## src/rtl/approx_rec_mult_seq.sv

```systemverilog
// -----------------------------------------------------------------------------
// approx_rec_mult_seq
//
// Sequential approximate recursive multiplier. Each operand is split into
// 4-bit nibbles. Every nibble pair (a_i, b_j) forms a 4x4 tile of weight
// w = i + j. Tiles are accumulated one per clock, i-major, into an exact
// 2*WIDTH-bit sum. The mode chooses which tiles use the exact 4x4 product and
// which use cheaper approximations:
//   EX4 : exact 4x4 product
//   OR4 : partial-product columns OR-ed instead of added (bit 7 always 0)
//   N2  : OR4 for bits 0..5, top two bits rebuilt from a3b3 and a2b2
//
//   mode 00 : every tile EX4
//   mode 01 : w = 0 OR4, every other tile EX4
//   mode 10 : w = 0 OR4, w = 1 N2, w >= 2 EX4
//   mode 11 : w = 0 OR4, 1 <= w <= 2K-3 N2, w = 2K-2 EX4
//
// Handshake: an operand pair is taken when in_valid && in_ready. After K*K
// cycles the product is shown on y/y_mode with out_valid high and stays there
// until out_ready. In DONE a new pair can be taken on the same edge that
// retires the current product.
//
// Ports
//   clk        rising-edge clock
//   rst        synchronous active-high reset
//   in_valid   operand pair offered
//   in_ready   block can take an operand pair
//   a, b       unsigned operands, WIDTH bits
//   mode       approximation mode, sampled when the pair is taken
//   out_valid  product available
//   out_ready  consumer takes the product
//   y          product, 2*WIDTH bits
//   y_mode     mode that produced y
// -----------------------------------------------------------------------------
`timescale 1ns/1ps

module approx_rec_mult_seq #(
   parameter int WIDTH = 8
) (
   input  logic                 clk,
   input  logic                 rst,
   input  logic                 in_valid,
   output logic                 in_ready,
   input  logic [WIDTH-1:0]     a,
   input  logic [WIDTH-1:0]     b,
   input  logic [1:0]           mode,
   output logic                 out_valid,
   input  logic                 out_ready,
   output logic [2*WIDTH-1:0]   y,
   output logic [1:0]           y_mode
);

   localparam int K  = WIDTH / 4;
   localparam int IW = (K > 1) ? $clog2(K) : 1;
   // i + j never exceeds 2K-2, which always fits in one extra bit
   localparam int WW = IW + 1;

   typedef enum logic [1:0] {
      IDLE = 2'd0,
      RUN  = 2'd1,
      DONE = 2'd2
   } state_t;

   // ---------------------------------------------------------------------------
   // Tile arithmetic
   // ---------------------------------------------------------------------------
   function automatic logic [7:0] ex4(input logic [3:0] x, input logic [3:0] z);
      logic [7:0] r;
      r = {4'b0000, x} * {4'b0000, z};
      return r;
   endfunction

   // Column k collects every partial product x[p]&z[q] with p+q = k; the
   // column is OR-ed, so carries are dropped and bit 7 can never be set.
   function automatic logic [7:0] or4(input logic [3:0] x, input logic [3:0] z);
      logic [7:0] r;
      r = '0;
      for (int p = 0; p < 4; p++) begin
         for (int q = 0; q < 4; q++) begin
            r[p+q] = r[p+q] | (x[p] & z[q]);
         end
      end
      return r;
   endfunction

   // The two upper bits are rebuilt from the diagonal terms so that the
   // dominant 3x3 contribution keeps its magnitude.
   function automatic logic [7:0] n2(input logic [3:0] x, input logic [3:0] z);
      logic [7:0] r;
      logic       d33;
      logic       d22;
      r    = or4(x, z);
      d33  = x[3] & z[3];
      d22  = x[2] & z[2];
      r[6] = d33 & ~d22;
      r[7] = d33 & d22;
      return r;
   endfunction

   function automatic logic [7:0] tile_val(input logic [1:0]    m,
                                           input logic [WW-1:0] wt,
                                           input logic [3:0]    x,
                                           input logic [3:0]    z);
      logic [7:0] r;
      r = ex4(x, z);
      case (m)
         2'b00: r = ex4(x, z);
         2'b01: begin
            if (wt == '0) r = or4(x, z);
         end
         2'b10: begin
            if (wt == '0)                r = or4(x, z);
            else if (wt == WW'(1))       r = n2(x, z);
         end
         2'b11: begin
            if (wt == '0)                r = or4(x, z);
            else if (wt <= WW'(2*K-3))   r = n2(x, z);
         end
         default: r = ex4(x, z);
      endcase
      return r;
   endfunction

   // ---------------------------------------------------------------------------
   // State
   // ---------------------------------------------------------------------------
   state_t               state_q, state_d;
   logic [WIDTH-1:0]     a_q, a_d;
   logic [WIDTH-1:0]     b_q, b_d;
   logic [1:0]           mode_q, mode_d;
   logic [IW-1:0]        i_q, i_d;
   logic [IW-1:0]        j_q, j_d;
   logic [2*WIDTH-1:0]   acc_q, acc_d;
   logic [2*WIDTH-1:0]   y_q, y_d;
   logic [1:0]           ymode_q, ymode_d;

   // ---------------------------------------------------------------------------
   // Current tile
   // ---------------------------------------------------------------------------
   logic [3:0]           a_nib;
   logic [3:0]           b_nib;
   logic [WW-1:0]        w;
   logic [7:0]           tile;
   logic [2*WIDTH-1:0]   tile_sh;
   logic [2*WIDTH-1:0]   acc_sum;
   logic                 last_tile;

   always_comb begin
      a_nib     = a_q[{i_q, 2'b00} +: 4];
      b_nib     = b_q[{j_q, 2'b00} +: 4];
      w         = {1'b0, i_q} + {1'b0, j_q};
      tile      = tile_val(mode_q, w, a_nib, b_nib);
      tile_sh   = {{(2*WIDTH-8){1'b0}}, tile} << {w, 2'b00};
      acc_sum   = acc_q + tile_sh;
      last_tile = (i_q == IW'(K-1)) && (j_q == IW'(K-1));
   end

   // ---------------------------------------------------------------------------
   // Next state and handshake outputs
   // ---------------------------------------------------------------------------
   logic accept;

   always_comb begin
      state_d   = state_q;
      a_d       = a_q;
      b_d       = b_q;
      mode_d    = mode_q;
      i_d       = i_q;
      j_d       = j_q;
      acc_d     = acc_q;
      y_d       = y_q;
      ymode_d   = ymode_q;
      in_ready  = 1'b0;
      out_valid = 1'b0;
      accept    = 1'b0;

      case (state_q)
         IDLE: begin
            in_ready = 1'b1;
         end
         RUN: begin
            acc_d = acc_sum;
            if (last_tile) begin
               y_d     = acc_sum;
               ymode_d = mode_q;
               state_d = DONE;
            end else if (j_q == IW'(K-1)) begin
               j_d = '0;
               i_d = i_q + IW'(1);
            end else begin
               j_d = j_q + IW'(1);
            end
         end
         DONE: begin
            out_valid = 1'b1;
            // The retiring edge can also take the next pair.
            in_ready  = out_ready;
            if (out_ready) state_d = IDLE;
         end
         default: begin
            state_d = IDLE;
         end
      endcase

      accept = in_valid && in_ready;
      if (accept) begin
         a_d     = a;
         b_d     = b;
         mode_d  = mode;
         acc_d   = '0;
         i_d     = '0;
         j_d     = '0;
         state_d = RUN;
      end
   end

   // ---------------------------------------------------------------------------
   // Registers
   // ---------------------------------------------------------------------------
   always_ff @(posedge clk) begin
      if (rst) begin
         state_q <= IDLE;
         i_q     <= '0;
         j_q     <= '0;
         acc_q   <= '0;
         y_q     <= '0;
         ymode_q <= '0;
      end else begin
         state_q <= state_d;
         i_q     <= i_d;
         j_q     <= j_d;
         acc_q   <= acc_d;
         y_q     <= y_d;
         ymode_q <= ymode_d;
      end
      // Operand registers are only read in RUN, which always follows a load.
      a_q    <= a_d;
      b_q    <= b_d;
      mode_q <= mode_d;
   end

   assign y      = y_q;
   assign y_mode = ymode_q;

endmodule

```

## config.mk

```make
export PLATFORM = sky130hd
export DESIGN_NAME = approx_rec_mult_seq
export DESIGN_NICKNAME = d
export VERILOG_FILES = /design/src/rtl/approx_rec_mult_seq.sv
export SDC_FILE = /design/constraint.sdc
export NUM_CORES = 1
export LEC_CHECK = 0
export BUFFER_PORTS_ARGS = -buffer_cell sky130_fd_sc_hd__buf_2
export CAP_MARGIN = 20
export CORE_ASPECT_RATIO = 1.5
export CORE_UTILIZATION = 59
export DETAILED_ROUTE_END_ITERATION = 12
export HOLD_SLACK_MARGIN = 0.03
export PLACE_DENSITY = 0.8
export SYNTH_ARGS = -nofsm -noshare
export SYNTH_HDL_FRONTEND = slang
export SYNTH_SLANG_ARGS = --single-unit
```

## constraint.sdc

```tcl
create_clock -name clk -period 6.6 [get_ports clk]
set_input_delay 0.66 -clock clk [delete_from_list [all_inputs] [get_ports clk]]
set_output_delay 0.66 -clock clk [all_outputs]
set_load 0.05 [all_outputs]
```

==> flow_summary.json <==
{
  "cp_top_family": "compound AO/OA/AOI/OAI gates",
  "ys_warn_count": 0,
  "cp-start-kind": "register",
  "async_flop_share_pct": 0,
  "dp_hpwl_um": 6850,
  "fmax_mhz": 182,
  "ir_drop_mv": 0.120,
  "min_period_ns": 5.49,
  "cts_resized": 0,
  "cts_setup_buffers": 0,
  "required_ns": 6.82,
  "grt_max_degree": 27,
  "synth_area_leaders": "dfxtp_1 20%, edfxtp_1 14%, ha_1 11%",
  "cts_buffers": 5,
  "clk_latency_ns": 0.32,
  "firstDrtPassIters": 4,
  "setup_viol": 0,
  "io_pins": 42,
  "routed_via_density": 6.05,
  "slew_headroom_pct": 45.0,
  "crit_type": "reg2reg",
  "rows": 35,
  "routedWlPerCell_um": 17.1,
  "diodes": 0,
  "syn_area_sq_um": 3850,
  "grt_pass1_vias": 3281,
  "start_util_pct": 61.9,
  "grt_first_pass_wirelength_um": 14900,
  "path_cells": "mux2_2 > nand2_1 > fa_1 > inv_1 > fa_1 > ha_1 > a21o_1 > a22oi_1 > mux2_2 > o32a_1 > and2_4 > nor2_1 > ha_1 > a211oi_1 > nor2_1 > o21a_1 > o31ai_4 > nand4_1 > mux2_4 > o2111a_1",
  "crit_path_end_kind": "register",
  "synth_edf_count": 18,
  "antenna_found_initial": 0,
  "fp.dieW_um": 68.0,
  "regArea_sq_um": 1300,
  "synth_cell_types": 72,
  "synth_fp_nets": 493,
  "crit_buf_inv": 1,
  "synth_area_per_cell_sq_um": 8.94,
  "grt_use_total_pct": 28.9,
  "synth.largest_area_cell": "dfxtp_1",
  "hp-class": "reg2reg",
  "drc": 0,
  "leakagePower_nw": 1.84,
  "power_density_nw_per_um2": 205,
  "critical_path.max_stage_delay_ns": 0.64,
  "cts_sinks": 56,
  "drv_cap": 0,
  "critPathSlowestCell": "dfxtp_1",
  "cts_htree_levels": 2,
  "root_buffer": "clkbuf_8",
  "nNetsFinal": 523,
  "multiInputGateArea_sq_um": 2330,
  "finalWirelength_um": 9160,
  "core_area_sq_um": 6220,
  "rsz0062_at_grt": "no",
  "totalPowerFinal_mw": 0.851,
  "worst_pin_slew_ns": 0.823,
  "fin_skew_ns": 0.0103,
  "arrival_ns": 5.71,
  "synth_seq_cells": 56,
  "ys_seq_area_share_pct": 33.8,
  "clk_pin_slew_worst_paths_ns": 0.11,
  "die_h_um": 101,
  "outcome": "completed",
  "ant_nets": 0,
  "port_buffers": 41,
  "finalSetupTns_ns": 0,
  "hold_violations": 0,
  "vias": 3241,
  "drt-initial-drc-count": 158,
  "gp_congestion": 0.949,
  "grt_remaining_overflow": 0,
  "synth_cells": 431,
  "fin_crit_sh_pct": 83.2,
  "r2r_slack_ns": 1.11,
  "clk_path_buf_depth": 2,
  "drv_slew": 0,
  "synth_ff_type": "dfxtp_1",
  "cts_tree": "done",
  "crit_fanout": 11,
  "fillers": 518,
  "synth_top_cell_area_share_pct": 19.8,
  "cts_hold_buffers": 0,
  "syn_to_final_growth_pct": 8.02,
  "drive_gt1_share_pct": 15.8,
  "die_area_sq_um": 6860
}
## state kept, by name (all words and copies together) (netlist names)
name     count
a_q          8
acc_q       16
b_q          8
i_q          1
j_q          1
mode_q       2
state_q      2
y           16
y_mode       2
## worst register-to-register path: stages (launching register included)
cell and delay (ns):
dfxtp_1 0.64, mux2_2 0.44, nand2_1 0.12, fa_1 0.42, inv_1 0.09, fa_1 0.41, ha_1 0.30, a21o_1 0.19
a22oi_1 0.18, mux2_2 0.38, o32a_1 0.19, and2_4 0.16, nor2_1 0.10, ha_1 0.32, a211oi_1 0.31, nor2_1 0.11
o21a_1 0.23, o31ai_4 0.25, nand4_1 0.12, mux2_4 0.29, o2111a_1 0.13
## report_power, final
part / switching [mW] / internal, mW
clock: 0.122 / 0.115
sequential: 0.00995 / 0.369
combinational: 0.140 / 0.0950
## synth_stat cells (3+ instances only)
| master | n |
|---|---|
| o21ai_0 | 11 |
| o22ai_1 | 5 |
| clkbuf_1 | 12 |
| ha_1 | 35 |
| edfxtp_1 | 18 |
| o21a_1 | 8 |
| nand2b_1 | 8 |
| nand2_1 | 57 |
| fa_1 | 5 |
| mux2_2 | 8 |
| nor2_1 | 32 |
| xor2_1 | 4 |
| inv_1 | 27 |
| or3_1 | 3 |
| mux2i_1 | 11 |
| a211oi_1 | 4 |
| a21oi_1 | 40 |
| nor3b_1 | 4 |
| nand3b_1 | 4 |
| xnor2_1 | 9 |
| nand3_1 | 8 |
| nor3_1 | 8 |
| nand4_1 | 3 |
| a21o_1 | 7 |
| and2_1 | 4 |
| dfxtp_1 | 38 |
| nor2b_1 | 6 |
## cell usage in the layout, fill, tap and decap left out, types with 9 or more instances in the layout
cell type  instances
xnor2_1            9
inv_1             27
buf_2             41
a21oi_1           40
edfxtp_1          18
nor2_1            32
ha_1              35
o21ai_0           11
nand2_1           57
mux2i_1           11
dfxtp_1           38
## path summary, 6_finish.rpt
kind	start	to	cells after the start
worst max register to register	j_q	y[15]	20
worst max-delay path	j_q	y[15]	20
worst min-delay path	y[0]	y[0]	2
worst min register to register	y[0]	y[0]	2
## metal layers
metal  global-route usage, %  part of all wire (%)  up-vias
met5                       0                     0        -
met4                    16.5                   3.6        0
met3                    3.85                   3.2       26
met2                    54.5                    56       75
met1                    28.5                    38     1563
li1                        -                     -     1577
## through the flow
step / hold WS (ns) / setup slack, ns / util (%) / std cells / instance area (sq um)
2_1_floorplan: 0.441 / 1.63 / - / 431 / 3850
3_3_place_gp: 0.442 / 1.38 / 65.1 / 528 / 4050
3_5_place_dp: 0.446 / 1.21 / 65.1 / 528 / 4050
4_1_cts: 0.461 / 1.14 / 66.9 / 536 / 4160
5_1_grt: 0.479 / 0.750 / 66.9 / 536 / 4160
6_report: 0.459 / 1.11 / 66.9 / 536 / 4160
## logic make-up after synthesis
logic type	Yosys count	synth area share [%]
and+or+nand+nor	147	18.4
muxes	21	5.95
DFF	56	33.8
buffers and inverters	48	5.82
AOI/OAI and AO/OA	106	19.1
adders and majority gates	40	14.0
xor gates and xnor gates	13	2.96
## cell type report
cell class | count | area share (%)
Tap cell | 74 | 2.23
Multi-Input combinational cell | 327 | 55.9
Inverter | 28 | 2.53
Timing Repair Buffer | 43 | 5.29
Clock buffer | 5 | 1.65
Clock inverter | 3 | 1.11
Sequential cell | 56 | 31.3
Power figures use the tool's default switching activity.
